`config.mk`:
```
export PLATFORM = sky130hd
export DESIGN_NAME = gmii_tx_arb
export DESIGN_NICKNAME = d
export VERILOG_FILES = /design/src/rtl/gmii_arb_pkg.sv /design/src/rtl/rr_arb2.sv /design/src/rtl/gmii_tx_arb.sv
export SDC_FILE = /design/constraint.sdc
export NUM_CORES = 1
export LEC_CHECK = 0
export CELL_PAD_IN_SITES_DETAIL_PLACEMENT = 0
export CELL_PAD_IN_SITES_GLOBAL_PLACEMENT = 1
export CORE_MARGIN = 5
export CORE_UTILIZATION = 31
export CTS_BUF_LIST = sky130_fd_sc_hd__clkbuf_16
export DETAILED_ROUTE_END_ITERATION = 7
export PLACE_DENSITY = 0.76
export SKIP_CTS_REPAIR_TIMING = 1
export SYNTH_ARGS = -nofsm -noshare
export SYNTH_HDL_FRONTEND = slang
export SYNTH_SLANG_ARGS = --single-unit
```
`constraint.sdc`:
```
create_clock -name sys_clk -period 1.95 [get_ports sys_clk]
set_clock_uncertainty 0.2 [all_clocks]
set_input_delay 0.4875 -clock sys_clk [delete_from_list [all_inputs] [get_ports sys_clk]]
set_output_delay 0.4875 -clock sys_clk [all_outputs]
set_load 0.005 [all_outputs]
```
`src/rtl/gmii_arb_pkg.sv`:
```
// rtl/gmii_arb_pkg.sv - shared FSM encoding and GMII framing constants for the TX arbiter
package gmii_arb_pkg;

    typedef enum logic [1:0] {
        ST_IDLE = 2'd0,
        ST_PRE  = 2'd1,
        ST_DATA = 2'd2,
        ST_IFG  = 2'd3
    } arb_state_t;

    localparam logic [7:0] PREAMBLE_BYTE = 8'h55;
    localparam logic [7:0] SFD_BYTE      = 8'hD5;

    // Shared phase counter width; PRE_BYTES and IFG_BYTES must fit.
    localparam int CNT_W = 8;

endpackage

```
`src/rtl/rr_arb2.sv`:
```
// rtl/rr_arb2.sv - two-way round-robin selector with a last-granted pointer
module rr_arb2 (
    input  logic       clk,
    input  logic       reset_n,
    input  logic [1:0] req,
    input  logic       update,
    output logic [1:0] grant
);

    // 1 means source 1 was granted last, so source 0 wins the next tie.
    logic last;

    always_comb begin
        grant = 2'b00;
        case (req)
            2'b01:   grant = 2'b01;
            2'b10:   grant = 2'b10;
            2'b11:   grant = last ? 2'b01 : 2'b10;
            default: grant = 2'b00;
        endcase
    end

    always_ff @(posedge clk) begin
        if (!reset_n) begin
            last <= 1'b1;
        end else if (update && (|grant)) begin
            last <= grant[1];
        end
    end

endmodule

```
`src/rtl/gmii_tx_arb.sv`:
```
// rtl/gmii_tx_arb.sv - arbitrates two frame sources onto one GMII TX port with preamble, SFD and IFG
module gmii_tx_arb
    import gmii_arb_pkg::*;
#(
    parameter int IFG_BYTES = 12,
    parameter int PRE_BYTES = 7
) (
    input  logic        sys_clk,
    input  logic        reset_n,
    input  logic        req0,
    input  logic        req1,
    output logic        gnt0,
    output logic        gnt1,
    input  logic [7:0]  data0,
    input  logic [7:0]  data1,
    input  logic        valid0,
    input  logic        valid1,
    input  logic        last0,
    input  logic        last1,
    output logic        ready0,
    output logic        ready1,
    output logic [7:0]  gmii_txd,
    output logic        gmii_tx_en,
    output logic        gmii_tx_er,
    output logic        busy,
    output logic [15:0] underrun_cnt
);

    localparam logic [CNT_W-1:0] PRE_LAST = CNT_W'(PRE_BYTES);
    // The IDLE decision cycle and the first IFG cycle (still showing the last
    // byte) bracket the gap, so IFG itself lasts IFG_BYTES-1 cycles.
    localparam logic [CNT_W-1:0] IFG_LAST = CNT_W'(IFG_BYTES - 2);

    arb_state_t       state;
    arb_state_t       state_nxt;
    logic [CNT_W-1:0] cnt;
    logic             owner;
    logic [1:0]       arb_grant;
    logic             arb_update;
    logic             in_frame;
    logic             sel_valid;
    logic             sel_last;
    logic [7:0]       sel_data;

    assign arb_update = (state == ST_IDLE) && (req0 || req1);
    assign sel_valid  = owner ? valid1 : valid0;
    assign sel_last   = owner ? last1  : last0;
    assign sel_data   = owner ? data1  : data0;

    rr_arb2 u_rr_arb2 (
        .clk     (sys_clk),
        .reset_n (reset_n),
        .req     ({req1, req0}),
        .update  (arb_update),
        .grant   (arb_grant)
    );

    always_ff @(posedge sys_clk) begin
        if (!reset_n) begin
            state <= ST_IDLE;
            cnt   <= '0;
            owner <= 1'b0;
        end else begin
            state <= state_nxt;
            cnt   <= (state_nxt != state) ? '0 : cnt + 1'b1;
            if (arb_update) begin
                owner <= arb_grant[1];
            end
        end
    end

    always_comb begin
        state_nxt = state;
        case (state)
            ST_IDLE: if (req0 || req1)       state_nxt = ST_PRE;
            ST_PRE:  if (cnt == PRE_LAST)    state_nxt = ST_DATA;
            ST_DATA: if (!sel_valid || sel_last) state_nxt = ST_IFG;
            ST_IFG:  if (cnt == IFG_LAST)    state_nxt = ST_IDLE;
            default:                         state_nxt = ST_IDLE;
        endcase
    end

    always_comb begin
        in_frame = (state == ST_PRE) || (state == ST_DATA);
        gnt0     = in_frame && !owner;
        gnt1     = in_frame && owner;
        ready0   = gnt0 && (state == ST_DATA);
        ready1   = gnt1 && (state == ST_DATA);
        busy     = (state != ST_IDLE);
    end

    always_ff @(posedge sys_clk) begin
        if (!reset_n) begin
            gmii_txd     <= 8'h00;
            gmii_tx_en   <= 1'b0;
            gmii_tx_er   <= 1'b0;
            underrun_cnt <= 16'h0000;
        end else begin
            case (state)
                ST_PRE: begin
                    gmii_txd   <= (cnt == PRE_LAST) ? SFD_BYTE : PREAMBLE_BYTE;
                    gmii_tx_en <= 1'b1;
                    gmii_tx_er <= 1'b0;
                end
                ST_DATA: begin
                    gmii_tx_en <= 1'b1;
                    if (sel_valid) begin
                        gmii_txd   <= sel_data;
                        gmii_tx_er <= 1'b0;
                    end else begin
                        // Source starved mid-frame: poison the frame on the wire.
                        gmii_txd   <= 8'h00;
                        gmii_tx_er <= 1'b1;
                        if (underrun_cnt != 16'hFFFF) begin
                            underrun_cnt <= underrun_cnt + 16'h0001;
                        end
                    end
                end
                default: begin
                    gmii_txd   <= 8'h00;
                    gmii_tx_en <= 1'b0;
                    gmii_tx_er <= 1'b0;
                end
            endcase
        end
    end

endmodule
```
* Word-level counts from Yosys, hierarchy flattened
Cells that the tools add are included.
Cells by class: $add $sub $neg 2, $mul 0, div/mod/pow operators 0, magnitude comparators 0, eq/ne operators 10, shift operators 0, multiplexer cells 15, bitwise gates (word level) 2, reductions and logical operators 18
Operator list (number):
- $mux 8 | 3
- $add 16x1->16 const B | 1
- $ne 16x16->1 const B | 1
- $pmux 8 s2 | 1
- $mux 2 | 5
- $add 8x1->8 const B | 1
- $eq 2x2->1 const B | 4
- $eq 8x3->1 const B | 1
- $eq 8x4->1 const B | 1
- $pmux 2 s4 | 1
- $logic_and 1x1->1 | 6
- $pmux 2 s3 | 1
- $reduce_or 2->1 | 3
- $eq 2x1->1 const B | 2
- $mux 1 | 4
- $logic_or 1x1->1 | 3
- $reduce_and 3->1 | 1
- $logic_not 1->1 | 2
- $logic_not 2->1 | 1
- $ne 2x2->1 | 1
- $not 1->1 | 2
- $reduce_and 2->1 | 1
- $reduce_bool 2->1 | 1
Storage, ports and cells: flip-flop bits (word level) 38, latch bits 0, bits in writable memories 0, ROM bits 0, bits of input ports 24, output and inout bits 31, logic and storage cells 55, memories 0

* Logic depth before layout (Yosys ltp)
depth in word-level cells 7, gate-level depth with buffers 7, gate-level depth less buffers 7

* By module
From an unflattened synthesis, not the netlist that was laid out.
Unflattened totals: cell total of the unflattened synthesis 207, area, all modules 1978.1 um^2
Modules (own cells, without submodules):
- gmii_tx_arb | times used 1, cells an instance 200, area an instance 1919.3 um^2, sequential area each 740.7 um^2
- rr_arb2 | times used 1, cells an instance 7, area an instance 58.8 um^2, sequential area each 20.0 um^2

* Least setup slack after synthesis
Ideal clock, no wire load.
path type flip-flop to flip-flop, from reg state[1], to reg cnt[2], library setup time 66 ps, arrival time 1606 ps, required time 1684 ps, path slack 78 ps, cell stages (with the launch flop) 8, path buffers 0, clock period less this slack 1872 ps, path through dfxtp_1 > inv_1 > ha_1 > o21a_1 > a311o_1 > o21ai_1 > o2111ai_4 > nor2_1
Between the ends: cells in the longest elaborated chain, start to end 4, elaborated cells between the ends (all ways) 11, those cells by class eq/ne (4); mux (5); reduce/logical (2)
RTL lines:
- start: declaration | RTL line gmii_tx_arb.sv:34 | arb_state_t state;
- start signal: assignment | RTL line gmii_tx_arb.sv:64 | state <= state_nxt;
- $eq 2x2->1, or another cell as far along | RTL line gmii_tx_arb.sv:74 | case (state)
- $pmux 2 s4 | RTL line gmii_tx_arb.sv:74
- $ne 2x2->1 (*) | RTL line gmii_tx_arb.sv:65 | cnt <= (state_nxt != state) ? '0 : cnt + 1'b1;
- $reduce_or 2->1 (no line) (*)
- end signal: assignment | RTL line gmii_tx_arb.sv:65
- end: declaration | RTL line gmii_tx_arb.sv:36 | logic [CNT_W-1:0] cnt;
Mark *: on every way between the ends. The rest lies on a longest branch, timed or not. A chain may end at the register's enable or synchronous reset.

* Worst setup path in the final report
from reg state[1], to out ready0
Between the ends: cells in the longest elaborated chain, start to end 4, elaborated cells between the ends (all ways) 5, those cells by class eq/ne (2); reduce/logical (3)
RTL lines:
- $eq 2x1->1 / $eq 2x2->1 (equally long branches) | RTL line gmii_tx_arb.sv:84 | in_frame = (state == ST_PRE) || (state == ST_DATA);
- $logic_or 1x1->1 (*) | RTL line gmii_tx_arb.sv:84
- net in_frame | RTL line gmii_tx_arb.sv:40 | logic in_frame;
- $logic_and 1x1->1 (*) | RTL line gmii_tx_arb.sv:85 | gnt0 = in_frame && !owner;
- $logic_and 1x1->1 (*) | RTL line gmii_tx_arb.sv:87 | ready0 = gnt0 && (state == ST_DATA);
- end: declaration | RTL line gmii_tx_arb.sv:20 | output logic ready0,
The timed path passes the listed nets; every way through them passes the cells marked *.

==> flow_summary.yaml <==
critical_path:
  crit_chain: "inv_2 > ha_4 > nor2b_4 > and2_1 > clkbuf_2"
  cp_top_family: "flip-flops"
  cp_num_buf_inv: 2
  setup.worst_path.end_class: "primary output"
  crit_type: "reg -> out"
  critPathMaxFanout: 2
  cp.arrival_ns: 1.32
  crit_required_ns: 1.26
  cpPeakStageDelay_ns: 0.33
  crit_slowest_cell: "dfxtp_2"
  cp-start-kind: "flip-flop"
timing:
  hold_violations: 0
  grt_setup_unrepaired: "yes"
  fmax_mhz: 499
  setup_slack_ns: -0.0545
  finalSetupViolations: 2
  worst_slew_pin_slew_ns: 0.389
  fin_crit_sh_pct: 103
  slew_headroom_pct: 73.9
  slew_violations: 0
  post-route-min-period_ns: 2.00
  whs_ns: 0.298
grt:
  grt_remaining_overflow: 0
  grt_pass1_vias: 1752
  grt_pass1_wl_mm: 8.06
  track_usage_pct: 13.2
  antenna_found_initial: 0
  grt_max_degree: 12
yosys:
  synth_area_leader_cell: "dfxtp_1"
  synth_area_leaders: "dfxtp_1 40%, xor2_1 5.5%, mux2i_1 5.2%, and2_1 4.6%, ha_1 4.6%"
  syn_inst: 212
  synth_area_um2: 1910
  synth.most_common_cell: "dfxtp_1"
  synth_cell_type_count: 44
  synthTopCellsByCount: "38 x dfxtp_1, 18 x nand2_1, 16 x nor2_1, 14 x and2_1, 12 x xor2_1"
  ys_warn_count: 0
  ys_seq_area_share_pct: 39.8
  yosysTopAreaCellShare_pct: 39.8
  synthFlopType: "dfxtp_1"
  syn-num-nets: 243
  syn_area_per_cell_um2: 9.02
  synth-edff-count: 0
  ys_ff_latch: 38
  synthArstFlopShare_pct: 0
drt:
  wl_met3_um: 294
  drc_errors: 0
  met2WireLength_mm: 2.18
  wl_mm: 4.99
  drtAntennaViolNets: 0
  highest_layer: "met4"
  via_per_inst: 4.75
  drt_iter0_drc: 95
  via_count: 1832
  first_pass_iters: 4
  routedWlPerCell_um: 12.9
  met1Wirelength_mm: 2.42
die:
  die-area_um2: 7840
  initial_core_util_pct: 32.1
  die_w_um: 88.5
  core_area_um2: 5960
  dieHeight_um: 88.5
  io_pins: 55
  placementRows: 28
placement:
  place_inst: 376
  io_buffers: 54
  dp_hpwl_mm: 3.76
  place.gp.congestion: 0.767
final_layout:
  fin_cells: 386
  antennaDiodeCount: 0
  area_growth_pct: 64.9
  nNetsFinal: 342
  utilization_pct: 52.9
  drive_gt1_share_pct: 28.9
cts:
  htree_levels: 2
  clk_path_buf_depth: 2
  cts_made_buffers: 5
  clock-sinks: 38
  clock_latency_ns: 0.28
  cts-root-buf: "clkbuf_16"
  cts_tree: "yes"
  cts.clk_slew.worst_paths_ns: 0.05
power_and_ir_drop:
  design_power_total_mw: 2.99
  peakVddDrop_mv: 0.588
  powerDensity_nw_per_um2: 948
  leakage_nw: 1.39
run_status:
  violations: "setup timing"
  status: "complete, but fails checks"
worst_hold_path:
  hold_path_class: "reg -> reg"
job:
  cap_violations: 0
-- power breakdown --
part	total (mW)	internal [mW]	switching (mW)
combinational	1.32	0.749	0.573
sequential	0.920	0.865	0.0550
clock	0.746	0.456	0.289
-- layout make-up --
type	count	area [µm²]
fillers	564	2800
repair buffers	97	893
well taps	75	93.8
multi-input cells	163	1240
inverters	6	22.5
flip-flops and latches	38	772
clock inverters	2	7.51
clock buffers	5	125
-- placed cells by master (no fill, tap or decap), types with 6 or more instances in the layout --
cell	n
xor2_1	12
inv_1	6
nand3_1	9
dfxtp_2	9
nand2_1	18
nor2_1	14
clkdlybuf4s50_1	41
dlymetal6s2s_1	9
dfxtp_1	29
buf_6	6
o21ai_0	7
and3_1	7
buf_4	39
and2_1	13
mux2i_1	10
-- state kept, by name, indices dropped and copies added, names as in the netlist --
name            flops
gmii_tx_en          1
u_rr_arb2.last      1
underrun_cnt       16
gmii_tx_er          1
gmii_txd            8
cnt                 8
state               2
owner               1
-- metrics by stage --
step | TNS, ns | setup slack [ns] | instance area (µm²)
2_1_floorplan | 0 | 0.0777 | 1910
3_3_place_gp | -9.82 | -0.457 | 2820
3_5_place_dp | -10.75 | -0.485 | 2820
4_1_cts | -4.90 | -0.523 | 2960
5_1_grt | -0.973 | -0.127 | 3150
6_report | -0.0841 | -0.0545 | 3150
-- routing by layer --
| layer | vias up | global-route usage [%] |
|---|---|---|
| met1 | 828 | 17.8 |
| met4 | 0 | 6.59 |
| met2 | 46 | 20.1 |
| li1 | 952 | - |
| met5 | - | 0 |
| met3 | 6 | 2.79 |
-- cell families after synthesis --
family | after synthesis | synth area share, %
adders and majority gates | 7 | 4.58
and+or+nand+nor | 102 | 30.2
AOI/OAI and AO/OA | 27 | 9.75
DFF | 38 | 39.8
muxes | 11 | 5.96
xor gates and xnor gates | 16 | 7.33
buffers and inverters | 11 | 2.42
-- final timing paths --
check	slack [ns]	cells past startpoint	to	start
worst min register to register	0.30	1	u_rr_arb2.last	u_rr_arb2.last
worst max register to register	0	9	cnt[1]	state[0]
worst max-delay path	-0.05	5	ready0	state[1]
worst min-delay path	0.30	1	u_rr_arb2.last	u_rr_arb2.last
No activity file was read; power rests on OpenSTA's default activity.
